<file path="src/rtl/dk_rom_loader.sv">
// dk_rom_loader
// Download-side front end for the Donkey Kong family core. Decodes HPS ioctl
// byte writes into registered ROM region strobes, latches the DIP bank and the
// game-variant byte, keeps byte-count / checksum / address-continuity stats
// for the ROM image, and holds the core in reset during and just after a
// download.
//
// Ports:
//   clk_sys, reset          system clock, async active-high board reset
//   ioctl_download/wr/index/addr/dout   HPS download stream
//   rom_addr, rom_data      registered write address/data for the dprams
//   cpu_rom_we, snd_rom_we, wav_rom_we, dl_wr   one-cycle region strobes
//   dip_bank                8 DIP bytes, byte n at [8n+7:8n]
//   mod_*                   decoded game-variant flags
//   core_reset              reset request to the game core
//   rom_loaded, rom_bytes, rom_sum, addr_err    ROM image stats
//
// state | meaning
// IDLE  | after board reset, no download seen yet; core held in reset
// LOAD  | download active; writes accepted
// HOLD  | download ended; core reset stretched while counter runs down
// READY | image in place; core released
module dk_rom_loader #(
  parameter logic [24:0] CPU_END     = 25'h08000,
  parameter logic [24:0] SND_BASE    = 25'h0E000,
  parameter logic [24:0] SND_END     = 25'h0F000,
  parameter logic [24:0] WAV_BASE    = 25'h0FF00,
  parameter logic [24:0] WAV_END     = 25'h20000,
  parameter int          HOLD_CYCLES = 16
) (
  input  logic        clk_sys,
  input  logic        reset,
  input  logic        ioctl_download,
  input  logic        ioctl_wr,
  input  logic [7:0]  ioctl_index,
  input  logic [24:0] ioctl_addr,
  input  logic [7:0]  ioctl_dout,
  output logic [15:0] rom_addr,
  output logic [7:0]  rom_data,
  output logic        cpu_rom_we,
  output logic        snd_rom_we,
  output logic        wav_rom_we,
  output logic        dl_wr,
  output logic [63:0] dip_bank,
  output logic        mod_dk,
  output logic        mod_dkjr,
  output logic        mod_dk3,
  output logic        mod_radarscope,
  output logic        mod_pestplace,
  output logic        mod_unknown,
  output logic        core_reset,
  output logic        rom_loaded,
  output logic [24:0] rom_bytes,
  output logic [7:0]  rom_sum,
  output logic        addr_err
);

  localparam int CW = (HOLD_CYCLES > 1) ? $clog2(HOLD_CYCLES) : 1;
  localparam logic [CW-1:0] HOLD_LOAD = CW'(HOLD_CYCLES - 1);

  typedef enum logic [1:0] {IDLE, LOAD, HOLD, READY} state_t;

  state_t        state_q, state_d;
  logic [CW-1:0] cnt_q, cnt_d;
  logic          enter_load, enter_fresh, finish_load;
  logic          dl_idx0_q;
  logic [24:0]   exp_addr_q;
  logic [7:0]    mod_q;

  logic          wr_ok, is_rom, is_mod, is_dip, clear_stats;
  logic [24:0]   bytes_base, exp_base;
  logic [7:0]    sum_base;
  logic          err_base;

  // ---------------- FSM ----------------
  always_ff @(posedge clk_sys or posedge reset) begin
    if (reset) begin
      state_q <= IDLE;
      cnt_q   <= '0;
    end else begin
      state_q <= state_d;
      cnt_q   <= cnt_d;
    end
  end

  always_comb begin
    state_d     = state_q;
    cnt_d       = cnt_q;
    enter_load  = 1'b0;
    enter_fresh = 1'b0;
    finish_load = 1'b0;
    case (state_q)
      IDLE, READY: begin
        if (ioctl_download) begin
          state_d     = LOAD;
          enter_load  = 1'b1;
          enter_fresh = 1'b1;
        end
      end
      LOAD: begin
        if (!ioctl_download) begin
          state_d     = HOLD;
          cnt_d       = HOLD_LOAD;
          finish_load = 1'b1;
        end
      end
      HOLD: begin
        // A re-started download resumes without wiping the stats.
        if (ioctl_download) begin
          state_d    = LOAD;
          enter_load = 1'b1;
        end else if (cnt_q == '0) begin
          state_d = READY;
        end else begin
          cnt_d = cnt_q - 1'b1;
        end
      end
      default: state_d = IDLE;
    endcase
  end

  assign core_reset = reset | (state_q != READY);

  // ---------------- write decode ----------------
  assign wr_ok  = ioctl_wr & ioctl_download;
  assign is_rom = wr_ok & (ioctl_index == 8'd0);
  assign is_mod = wr_ok & (ioctl_index == 8'd1);
  assign is_dip = wr_ok & (ioctl_index == 8'd254) & (ioctl_addr[24:3] == '0);

  always_ff @(posedge clk_sys or posedge reset) begin
    if (reset) begin
      rom_addr   <= '0;
      rom_data   <= '0;
      cpu_rom_we <= 1'b0;
      snd_rom_we <= 1'b0;
      wav_rom_we <= 1'b0;
      dl_wr      <= 1'b0;
    end else begin
      cpu_rom_we <= is_rom & (ioctl_addr < CPU_END);
      snd_rom_we <= is_rom & (ioctl_addr >= SND_BASE) & (ioctl_addr < SND_END);
      wav_rom_we <= is_rom & (ioctl_addr >= WAV_BASE) & (ioctl_addr < WAV_END);
      dl_wr      <= is_rom & (ioctl_addr[23:16] == 8'd0);
      if (wr_ok) begin
        rom_addr <= ioctl_addr[15:0];
        rom_data <= ioctl_dout;
      end
    end
  end

  // ---------------- ROM stats ----------------
  // A write on the very edge that enters LOAD must count against the
  // freshly cleared stats, so the update works from the cleared base.
  assign clear_stats = enter_fresh & (ioctl_index == 8'd0);
  assign bytes_base  = clear_stats ? '0   : rom_bytes;
  assign sum_base    = clear_stats ? '0   : rom_sum;
  assign err_base    = clear_stats ? 1'b0 : addr_err;
  assign exp_base    = clear_stats ? '0   : exp_addr_q;

  always_ff @(posedge clk_sys or posedge reset) begin
    if (reset) begin
      rom_bytes  <= '0;
      rom_sum    <= '0;
      addr_err   <= 1'b0;
      exp_addr_q <= '0;
      rom_loaded <= 1'b0;
      dl_idx0_q  <= 1'b0;
    end else begin
      if (enter_load)
        dl_idx0_q <= (ioctl_index == 8'd0);
      if (clear_stats) begin
        rom_bytes  <= '0;
        rom_sum    <= '0;
        addr_err   <= 1'b0;
        exp_addr_q <= '0;
        rom_loaded <= 1'b0;
      end
      if (is_rom) begin
        rom_bytes  <= (bytes_base == '1) ? bytes_base : bytes_base + 25'd1;
        rom_sum    <= sum_base + ioctl_dout;
        addr_err   <= err_base | (ioctl_addr != exp_base);
        exp_addr_q <= ioctl_addr + 25'd1;
      end
      if (finish_load && dl_idx0_q && (rom_bytes != '0) && !addr_err)
        rom_loaded <= 1'b1;
    end
  end

  // ---------------- DIP bank and variant byte ----------------
  always_ff @(posedge clk_sys or posedge reset) begin
    if (reset) begin
      dip_bank <= '0;
      mod_q    <= '0;
    end else begin
      if (is_dip)
        dip_bank[{ioctl_addr[2:0], 3'b000} +: 8] <= ioctl_dout;
      if (is_mod)
        mod_q <= ioctl_dout;
    end
  end

  always_ff @(posedge clk_sys or posedge reset) begin
    if (reset) begin
      mod_dk         <= 1'b1;
      mod_dkjr       <= 1'b0;
      mod_dk3        <= 1'b0;
      mod_radarscope <= 1'b0;
      mod_pestplace  <= 1'b0;
      mod_unknown    <= 1'b0;
    end else begin
      mod_dk         <= (mod_q == 8'd0);
      mod_dkjr       <= (mod_q == 8'd1);
      mod_dk3        <= (mod_q == 8'd2);
      mod_radarscope <= (mod_q == 8'd3);
      mod_pestplace  <= (mod_q == 8'd4);
      mod_unknown    <= (mod_q >  8'd4);
    end
  end

endmodule
</file>
<file path="config.mk">
export PLATFORM = sky130hd
export DESIGN_NAME = dk_rom_loader
export DESIGN_NICKNAME = d
export VERILOG_FILES = /design/src/rtl/dk_rom_loader.sv
export SDC_FILE = /design/constraint.sdc
export NUM_CORES = 1
export LEC_CHECK = 0
export ABC_AREA = 1
export BUFFER_PORTS_ARGS = -buffer_cell sky130_fd_sc_hd__buf_4
export CAP_MARGIN = 15
export CORE_MARGIN = 5
export CORE_UTILIZATION = 45
export DETAILED_ROUTE_END_ITERATION = 12
export PLACE_DENSITY = 0.67
export SYNTH_ARGS = -nofsm -noshare
export SYNTH_HDL_FRONTEND = slang
export SYNTH_SLANG_ARGS = --single-unit
</file>
<file path="constraint.sdc">
create_clock -name clk_sys -period 7.7 [get_ports clk_sys]
set_input_delay 1.155 -clock clk_sys [delete_from_list [all_inputs] [get_ports clk_sys]]
set_output_delay 1.155 -clock clk_sys [all_outputs]
set_load 0.02 [all_outputs]
</file>
==> flow_summary.ini, run 1 <==
[synth]
ys_seq_elements = 173
synth_top_area_share_pct = 44.6
syn_area_sq_um = 9660
syn_nets = 1371
synth-seq-area-share_pct = 44.8
yosys.area.top_type = dfrtp_1
syn_area_per_cell_sq_um = 7.38
synth_cell_types = 45
ys_top_cells_by_area = dfrtp_1, nand2_1, nand3_1, nor2_1, o21ai_0
syn_inst = 1309
ys_warn_count = 0

[timing]
tightest_slew_ns = 0.940
hold_viol_final = 0
worst_clock_skew_ns = 0.0129
fin_crit_ns = 3.69
fmax_mhz = 271
finalSetupViolCount = 0
final_max_slew_viol_count = 0
period_share_pct = 47.9
slew-limit-headroom_pct = 37.1
setup_tns_ns = 0
rsz0062_at_grt = false
holdWs_ns = 0.475

[power_and_ir_drop]
powerDensity_nw_per_um2 = 190
ir_drop_mv = 0.144
power.leakage_uw = 0.00629

[floorplan]
num_io_pins = 179
coreArea_sq_um = 21100
die_area_sq_um = 24500
initial_core_util_pct = 45.8
fp.dieW_microns = 156
std_cell_rows = 53
fp.dieH_microns = 156

[finish]
fillers = 2048
diodes = 0
drive_gt1_share_pct = 17.8
nNetsFinal = 1530
finalNonFillerCells = 1756
area_growth_pct = 21.8
final_util_pct = 55.8

[place]
dp_hpwl_microns = 20800
port_buffers = 178
dp.cells = 1724
place_congestion = 0.894

[route]
vias = 9214
drc = 0
routed_wl_microns = 28000
dr.pass1.iters = 5
ant_nets = 0
drtIter0Drc = 711
wl_per_cell_microns = 16.0
routed_via_density = 5.25

[outcome]
status = completed

[cts]
clkSlewWorstSetupHoldPaths_ns = 0.08
cts.repair.resized = 0
tritoncts = yes
postCtsHoldBufs = 0
cts_sinks = 173
htreeDepth = 4
numCtsBuffers = 17
cts_setup_buffers = 0
clock-root-buffer = clkbuf_16
clock_latency_ns = 0.44
cts_buffer_depth = 2

[worst_setup_path]
required_ns = 8.02
start_kind = input port
cp-end-kind = flip-flop
crit_type = input port to flip-flop
cp_max_fo = 34
worstPathArrival_ns = 4.01
r2r_cells = 19

[worst_hold_path]
holdPathStages = 2
hp-class = flip-flop to flip-flop

[global_route]
grt_max_degree = 70
antenna_found_initial = 0
first_global_vias = 8798
grt_overflow = 0
grt_pass1_wl_microns = 45600
grtUsageTotal_pct = 23.1

[job]
drv_cap = 0
[state kept, by name, indices dropped and copies added, names as in the netlist, 2 cells and up]
signal and flops:
state_q 2, exp_addr_q 25, cnt_q 4, rom_data 8, dip_bank 64, rom_sum 8, rom_addr 16, mod_q 8
rom_bytes 25
[worst paths after layout]
check	startpoint	endpoint	slack (ns)
setup / recovery	ioctl_index[7]	rom_bytes[1]$_DFF_PP0_	4.01
hold / removal	dip_bank[57]$_DFFE_PP0P_	dip_bank[57]$_DFFE_PP0P_	0.47
setup reg to reg	state_q[0]$_DFFE_PP0P_	rom_bytes[1]$_DFF_PP0_	4.06
hold reg to reg	dip_bank[57]$_DFFE_PP0P_	dip_bank[57]$_DFFE_PP0P_	0.47
max in group asynchronous	reset	dip_bank[13]$_DFFE_PP0P_	5.02
min in group asynchronous	reset	mod_pestplace$_DFF_PP0_	0.74
[final cells by class]
| cell class | instances | area [sq um] | area share (%) |
|---|---|---|---|
| sequential | 173 | 4330 | 36.8 |
| multi-input combinational | 973 | 4640 | 39.4 |
| clock buffer | 18 | 439 | 3.73 |
| clock inverter | 14 | 173 | 1.47 |
| inverter | 118 | 448 | 3.81 |
| timing repair buffer | 185 | 1390 | 11.8 |
| tap | 275 | 344 | 2.93 |
[logic make-up (layout without fill, tap and decap cells)]
group,Yosys count,after routing,share of synthesized area [%]
flip-flops,173,173,44.8
multiplexers,1,1,0.117
XOR/XNOR,25,25,2.27
buffers and inverters,163,335,7.13
adder cells (fa/ha/maj),17,17,2.28
AND/OR/NAND/NOR,811,811,37.0
AO/OA/AOI/OAI,119,119,6.41
[report_power, final]
group / internal [uW] / leakage (uW) / total [uW] / switching (uW)
Combinational: 131 / 0.00371 / 370 / 239
Sequential: 953 / 0.00228 / 991 / 37.8
Clock: 448 / 0.000296 / 872 / 424
Total: 1530 / 0.00629 / 2230 / 701
[through the flow]
step	power [uW]	cell area (sq um)	setup WS, ns
floorplan	1230	9660	0.983
global placement	1370	11100	3.70
detailed placement	1380	11100	3.61
CTS	2260	11800	4.05
global route	2350	11800	3.71
finish	2230	11800	4.01
[worst max-delay path, cell delays in order]
cell and delay [ns]:
buf_4 0.10, nor2_2 0.05, nand2_2 0.08, nor2_4 0.06, nand2_4 0.28, inv_1 0.35
nor2_1 0.30, ha_1 0.27, nand2_1 0.07, inv_1 0.10, nand3_4 0.12, nor2_8 0.17
nand2_4 0.10, nor2_8 0.14, nand3_2 0.26, nand2_1 0.21, inv_1 0.06, nand2_1 0.06
nand2_1 0.05
[synthesized netlist by cell type, drive strengths merged]
master  instances
a211oi          1
a21oi          15
a22oi           1
a31oi           1
and2            1
and3            1
buf            23
clkbuf         22
dfrtp         172
dfstp           1
fa              1
ha             16
inv           118
mux2            1
nand2         452
nand3         141
nand3b          4
nand4          16
nor2          147
nor2b           1
nor3           31
nor4           15
o211ai          1
o21ai          92
o221ai          1
o22ai           5
o31ai           2
or2             2
xnor2           1
xor2           24
[layer usage]
metal / GRT usage, % / up-vias / routed length (microns)
li1: - / 4533 / -
met1: 31.7 / 4360 / 12200
met2: 38.5 / 282 / 13700
met3: 3.90 / 39 / 1620
met4: 5.66 / 0 / 470
met5: 0 / - / 0
[cells in the final DEF, fill, tap and decap left out, types with 2 or more instances in the layout]
| cell | n |
|---|---|
| nand2_1 | 441 |
| buf_4 | 185 |
| dfrtp_1 | 172 |
| nor2_1 | 134 |
| nand3_1 | 132 |
| inv_1 | 113 |
| o21ai_0 | 87 |
| nor3_1 | 29 |
| xor2_1 | 24 |
| clkbuf_16 | 17 |
| nand4_1 | 16 |
| ha_1 | 16 |
| a21oi_1 | 15 |
| nor4_1 | 14 |
| nand2_2 | 9 |
| nor2_2 | 8 |
| nand3_2 | 6 |
| clkinv_8 | 6 |
| o21ai_1 | 5 |
| o22ai_1 | 5 |
| inv_6 | 5 |
| inv_2 | 4 |
| nand3b_1 | 4 |
| nor2_4 | 3 |
| nand3_4 | 3 |
| nor3_2 | 2 |
| nand2_4 | 2 |
| nor2_8 | 2 |
| or2_2 | 2 |
| o31ai_1 | 2 |
| inv_8 | 2 |
| clkinv_4 | 2 |
No activity file was read; power rests on OpenSTA's default activity.
==> inputs of run 2 (changes only) <==
--- a/config.mk
+++ b/config.mk
@@ -5,13 +5,13 @@
 export SDC_FILE = /design/constraint.sdc
 export NUM_CORES = 1
 export LEC_CHECK = 0
-export ABC_AREA = 1
+export ABC_AREA = 0
 export BUFFER_PORTS_ARGS = -buffer_cell sky130_fd_sc_hd__buf_4
 export CAP_MARGIN = 15
 export CORE_MARGIN = 5
 export CORE_UTILIZATION = 45
 export DETAILED_ROUTE_END_ITERATION = 12
-export PLACE_DENSITY = 0.67
+export PLACE_DENSITY = 0.68
 export SYNTH_ARGS = -nofsm -noshare
 export SYNTH_HDL_FRONTEND = slang
 export SYNTH_SLANG_ARGS = --single-unit
==> constraint.sdc (replaced) <==
create_clock -name clk_sys -period 3.5 [get_ports clk_sys]
set_input_delay 0.525 -clock clk_sys [delete_from_list [all_inputs] [get_ports clk_sys]]
set_output_delay 0.525 -clock clk_sys [all_outputs]
set_load 0.02 [all_outputs]
==> run 2 against run 1 <==
Via count is 25% lower. Synthesized cell count fell by 35%. Total power grew 110%. Critical path type is now flip-flop to flip-flop. Die area decreased by 12%. First-iteration DRC count shrank 26%. Highest routed layer unchanged. Hold slack got worse by 0.18 ns. Critical endpoint is now rom_sum[7]$_DFF_PP0_. Clock-buffer cell count decreased by 1. Sequential power grew 120%. Flip-flop and latch count unchanged.
==> flow_summary.ini, run 2 <==
[worst_setup_path]
crit_chain = inv_1 -> ha_1 -> nand2_1 -> nand4bb_4 -> nand2_2 -> inv_1 -> ha_1 -> a21o_1 -> a21oi_1 -> o21bai_1 -> a2111o_1 -> and3_1 -> nor3_1 -> xnor2_1
critPathSlowestCell = a2111o_1
r2r_start = state_q[0]$_DFFE_PP0P_
worstPathArrival_ns = 3.63
max_stage_delay_ns = 0.43
cp_max_fo = 6
r2r-end = rom_sum[7]$_DFF_PP0_
path_delay_family = simple AND/OR/NAND/NOR gates
cp-end-kind = flip-flop
start_kind = flip-flop
r2r_slack_ns = 0.24
required_ns = 3.87
crit_buf_inv = 2
crit_type = flip-flop to flip-flop
r2r_cells = 14

[synth]
syn_area_sq_um = 8470
ys_warn_count = 0
syn_inst = 854
synth-seq-area-share_pct = 51.2
ys.flop_type = dfrtp_1
synth_edf_count = 0
ys_seq_elements = 173
syn_nets = 916
synth_top_area_share_pct = 50.8
syn_area_per_cell_sq_um = 9.91
ys_top_cells_by_area = dfrtp_1, mux2_2, nand2_1, o21ai_0, nand3_1
synth_cell_types = 60
async_flop_share_pct = 100
synth_most_common_cell = dfrtp_1
yosys.area.top_type = dfrtp_1
synth_common_cells = dfrtp_1, nand2_1, o21ai_0

[finish]
top_register = dip_bank
area_growth_pct = 26.0
regArea_sq_um = 4330
diodes = 0
mostFrequentLayoutCell = buf_4
nNetsFinal = 1076
largest_reg_flops = 64
layout.cells.most_common_list = buf_4, dfrtp_1, nand2_1, o21ai_0, nand3_1
drive_gt1_share_pct = 27.8
reg_top3 = dip_bank: 64 flops, exp_addr_q: 25 flops, rom_bytes: 25 flops
multi_input_area_sq_um = 3850
fillers = 1649

[route]
routed_via_density = 5.49
routed_wl_microns = 23100
drc = 0
wl_per_cell_microns = 18.3
drtIter0Drc = 524
dr.pass1.iters = 5
vias = 6917
ant_nets = 0

[global_route]
grt_max_degree = 174
grtUsageTotal_pct = 21.5
grt_pass1_wl_microns = 37100
first_global_vias = 6644
grt_overflow = 0
antenna_found_initial = 0

[cts]
postCtsHoldBufs = 0
tritoncts = yes
htreeDepth = 4
cts_sinks = 173
clock_latency_ns = 0.44
clock-root-buffer = clkbuf_16
numCtsBuffers = 17
clkSlewWorstSetupHoldPaths_ns = 0.07
cts_buffer_depth = 2

[timing]
worst_clock_skew_ns = 0.0140
fmax_mhz = 306
slew-limit-headroom_pct = 37.7
tightest_slew_ns = 0.935
fin_ws_ns = 0.237
rsz0062_at_grt = false
period_share_pct = 93.2
hold_viol_final = 0
holdWs_ns = 0.297
fin_crit_ns = 3.26
finalSetupViolCount = 0
final_max_slew_viol_count = 0

[power_and_ir_drop]
power_uw = 4730
ir_drop_mv = 0.367
power.leakage_uw = 0.00513
powerDensity_nw_per_um2 = 443

[floorplan]
num_io_pins = 179
initial_core_util_pct = 45.4
fp.dieW_microns = 147
coreArea_sq_um = 18600
fp.dieH_microns = 147
std_cell_rows = 50
die_area_sq_um = 21700

[worst_hold_path]
whs_endpoint = wav_rom_we$_DFF_PP0_
holdPathStages = 2
hp-class = input port to flip-flop
min_from = ioctl_addr[24]

[place]
dp_slack_ns = -0.0394
port_buffers = 178
dp_hpwl_microns = 16600
place_congestion = 0.814

[job]
drv_cap = 0

[outcome]
status = completed
-- run 2: changes by cell type after synthesis, sizes merged, moves of 8 or more --
cell,delta
nand2,-349
nor2,-89
inv,-88
nand3,-74
mux2,+53
xnor2,+27
clkbuf,+13
and3,+11
nor3,-11
xor2,+11
o21ai,-9
and2,+8
-- run 2: routing by layer --
layer	up-vias	global-route usage, %	routed length (microns)
met1	3362	29.8	10200
met3	36	6.17	1540
li1	3301	-	-
met2	218	32.6	10800
met4	0	7.27	558
met5	-	0	0
-- run 2: worst max-delay path by stage --
stage | startpoint | to | slack (ns) | depth (start not counted)
after floorplan | reset | core_reset | -0.66 | 2
after global placement | ioctl_index[5] | rom_sum[7]$_DFF_PP0_ | 0.07 | 13
after detailed placement | ioctl_index[5] | rom_sum[7]$_DFF_PP0_ | -0.04 | 13
after CTS | state_q[0]$_DFFE_PP0P_ | rom_sum[7]$_DFF_PP0_ | 0.04 | 14
after global routing | state_q[0]$_DFFE_PP0P_ | rom_sum[7]$_DFF_PP0_ | 0.007 | 14
final | state_q[0]$_DFFE_PP0P_ | rom_sum[7]$_DFF_PP0_ | 0.24 | 14
-- run 2: cells by family (layout without fill, tap and decap cells) --
family                   count (synthesis)  after routing  synth area share, %
adder cells (fa/ha/maj)                 17             17                 2.60
flip-flops                             173            173                 51.2
buffers and inverters                   81            254                 3.67
multiplexers                            54             54                 7.18
AND/OR/NAND/NOR                        338            338                 20.2
XOR/XNOR                                63             63                 6.52
AO/OA/AOI/OAI                          128            128                 8.63
-- run 2: where the power goes --
group / internal (uW) / switching, uW / total, uW / leakage (uW)
combinational: 249 / 377 / 626 / 0.00249
sequential: 2080 / 57.5 / 2140 / 0.00234
clock: 1040 / 925 / 1960 / 0.000304
-- run 2: final cells by class --
type / instances / area share, %
clock buffer: 17 / 3.99
clock inverter: 15 / 1.88
inverter: 30 / 1.09
multi-input combinational: 600 / 36.1
sequential: 173 / 40.6
tap: 234 / 2.74
timing repair buffer: 192 / 13.6
-- run 2: timing repair --
| item | 4_1_cts | 5_1_grt |
|---|---|---|
| endpoints found under the setup margin | 0 | 3 |
| buffers inserted | 0 | 0 |
| resized for setup | 0 | 3 |
-- run 2: stage by stage --
step | utilization, % | TNS [ns] | std cells | instance area, sq um
2_1_floorplan | - | -0.659 | 854 | 8470
3_3_place_gp | 53.8 | 0 | 1229 | 10000
3_5_place_dp | 53.8 | -0.0394 | 1229 | 10000
4_1_cts | 57.1 | 0 | 1261 | 10600
5_1_grt | 57.2 | 0 | 1261 | 10700
6_report | 57.2 | 0 | 1261 | 10700
==> inputs of run 3 (changes only) <==
--- a/config.mk
+++ b/config.mk
@@ -10,8 +10,9 @@
 export CAP_MARGIN = 15
 export CORE_MARGIN = 5
 export CORE_UTILIZATION = 45
+export CTS_BUF_LIST = sky130_fd_sc_hd__clkbuf_4
 export DETAILED_ROUTE_END_ITERATION = 12
-export PLACE_DENSITY = 0.68
+export PLACE_DENSITY = 0.73
 export SYNTH_ARGS = -nofsm -noshare
 export SYNTH_HDL_FRONTEND = slang
 export SYNTH_SLANG_ARGS = --single-unit
==> run 3 against run 2 <==
Non-clock buffer count is 1 lower. Core utilization is 1.7 points lower. Critical path type unchanged. Combinational power decreased by 0.8%. Via count is 0.17% lower. Critical endpoint unchanged. Largest power group unchanged. Highest routed layer unchanged.
==> flow_summary.ini, run 3 (synthesis results as in run 2) <==
[outcome]
status = completed

[timing]
slew-limit-headroom_pct = 34.5
finalSetupViolCount = 0
rsz0062_at_grt = false
final_max_slew_viol_count = 0
fin_crit_ns = 3.28
hold_viol_final = 0
holdWs_ns = 0.0978
fmax_mhz = 305
worst_clock_skew_ns = 0.0185
period_share_pct = 93.8
tightest_slew_ns = 0.983
fin_ws_ns = 0.216

[finish]
drive_gt1_share_pct = 27.7
largest_reg_flops = 64
fillers = 1699
layout.cells.most_common_list = buf_4, dfrtp_1, nand2_1, o21ai_0, nand3_1
reg_top3 = dip_bank: 64 flops, exp_addr_q: 25 flops, rom_bytes: 25 flops
mostFrequentLayoutCell = buf_4
area_growth_pct = 22.3
top_register = dip_bank
nNetsFinal = 1075

[global_route]
grtUsageTotal_pct = 21.5
antenna_found_initial = 1
first_global_vias = 6763
grt_overflow = 0
grt_pass1_wl_microns = 37100
grt_max_degree = 174

[route]
vias = 6905
routed_wl_microns = 23100
routed_via_density = 5.48
drc = 0
wl_per_cell_microns = 18.3
drtIter0Drc = 489
ant_nets = 0
dr.pass1.iters = 5

[cts]
postCtsHoldBufs = 0
clock_latency_ns = 0.60
clkSlewWorstSetupHoldPaths_ns = 0.16
clock-root-buffer = clkbuf_4
cts_buffer_depth = 2
htreeDepth = 4
numCtsBuffers = 17
cts_sinks = 173
tritoncts = yes

[floorplan]
coreArea_sq_um = 18600
initial_core_util_pct = 45.4
fp.dieW_microns = 147
num_io_pins = 179
fp.dieH_microns = 147
std_cell_rows = 50
die_area_sq_um = 21700

[place]
dp_slack_ns = 0.0248
dp_hpwl_microns = 16600
place_congestion = 0.847
port_buffers = 178

[power_and_ir_drop]
powerDensity_nw_per_um2 = 387
ir_drop_mv = 0.194
power.leakage_uw = 0.00499

[worst_setup_path]
worstPathArrival_ns = 3.82
required_ns = 4.04
crit_type = flip-flop to flip-flop
start_kind = flip-flop
r2r_slack_ns = 0.22
cp-end-kind = flip-flop
cp_max_fo = 5

[worst_hold_path]
hp-class = input port to flip-flop

[job]
drv_cap = 0
## run 3: changes by cell type in the layout (fill, tap and decap cells not counted), moves of 2 or more
| cell | delta |
|---|---|
| inv_8 | +3 |
| clkbuf_16 | -17 |
| clkbuf_4 | +17 |
| clkinv_8 | -2 |
| inv_6 | -2 |
## run 3: cell type report
type / count / area, sq um / share of cell area, %
Tap cell: 234 / 293 / 2.83
Clock buffer: 17 / 128 / 1.23
Timing Repair Buffer: 191 / 1450 / 14.0
Inverter: 30 / 116 / 1.12
Antenna cell: 1 / 2.50 / 0.0242
Multi-Input combinational cell: 600 / 3850 / 37.1
Clock inverter: 15 / 193 / 1.86
Sequential cell: 173 / 4330 / 41.8
## run 3: path summary, 6_finish.rpt
kind | from | cells after the start | endpoint
worst max-delay path | state_q[0]$_DFFE_PP0P_ | 14 | rom_sum[7]$_DFF_PP0_
worst min register to register | dip_bank[58]$_DFFE_PP0P_ | 2 | dip_bank[58]$_DFFE_PP0P_
max in group asynchronous | reset | 3 | dip_bank[16]$_DFFE_PP0P_
worst min-delay path | ioctl_addr[24] | 2 | wav_rom_we$_DFF_PP0_
min in group asynchronous | reset | 3 | cnt_q[0]$_DFFE_PP0P_
worst max register to register | state_q[0]$_DFFE_PP0P_ | 14 | rom_sum[7]$_DFF_PP0_
## run 3: power by group
group | internal, uW | switching, uW
clock | 408 | 841
sequential | 2080 | 57.9
combinational | 249 | 372
## run 3: worst max-delay path, cell delays in order (launching register included)
cell,delay (ns)
dfrtp_1,0.45
inv_1,0.06
ha_1,0.32
nand2_1,0.15
nand4bb_4,0.31
nand2_1,0.16
inv_1,0.07
ha_1,0.26
a21o_1,0.18
a21oi_1,0.21
o21bai_1,0.10
a2111o_1,0.42
and3_1,0.17
nor3_1,0.21
xnor2_1,0.14
## run 3: layer usage
metal	global-route usage, %	wire, microns	up-vias
met5	0	0	-
met4	5.22	317	0
met1	29.8	10300	3365
li1	-	-	3313
met3	5.15	1430	23
met2	34.2	11000	204
## run 3: stage by stage
stage	total power [uW]	TNS, ns	instances	instance area [sq um]	utilization [%]
3_3_place_gp	2780	0	1228	10000	53.7
3_5_place_dp	2790	0	1228	10000	53.7
2_1_floorplan	2540	-0.659	854	8470	-
5_1_grt	4190	0	1261	10400	55.5
6_report	4010	0	1261	10400	55.5
4_1_cts	4040	0	1260	10300	55.4
## run 3: what timing repair did
action | 4_1_cts | 5_1_grt
setup buffers | 0 | 0
resized for setup | 0 | 2
setup endpoints to repair | 0 | 1
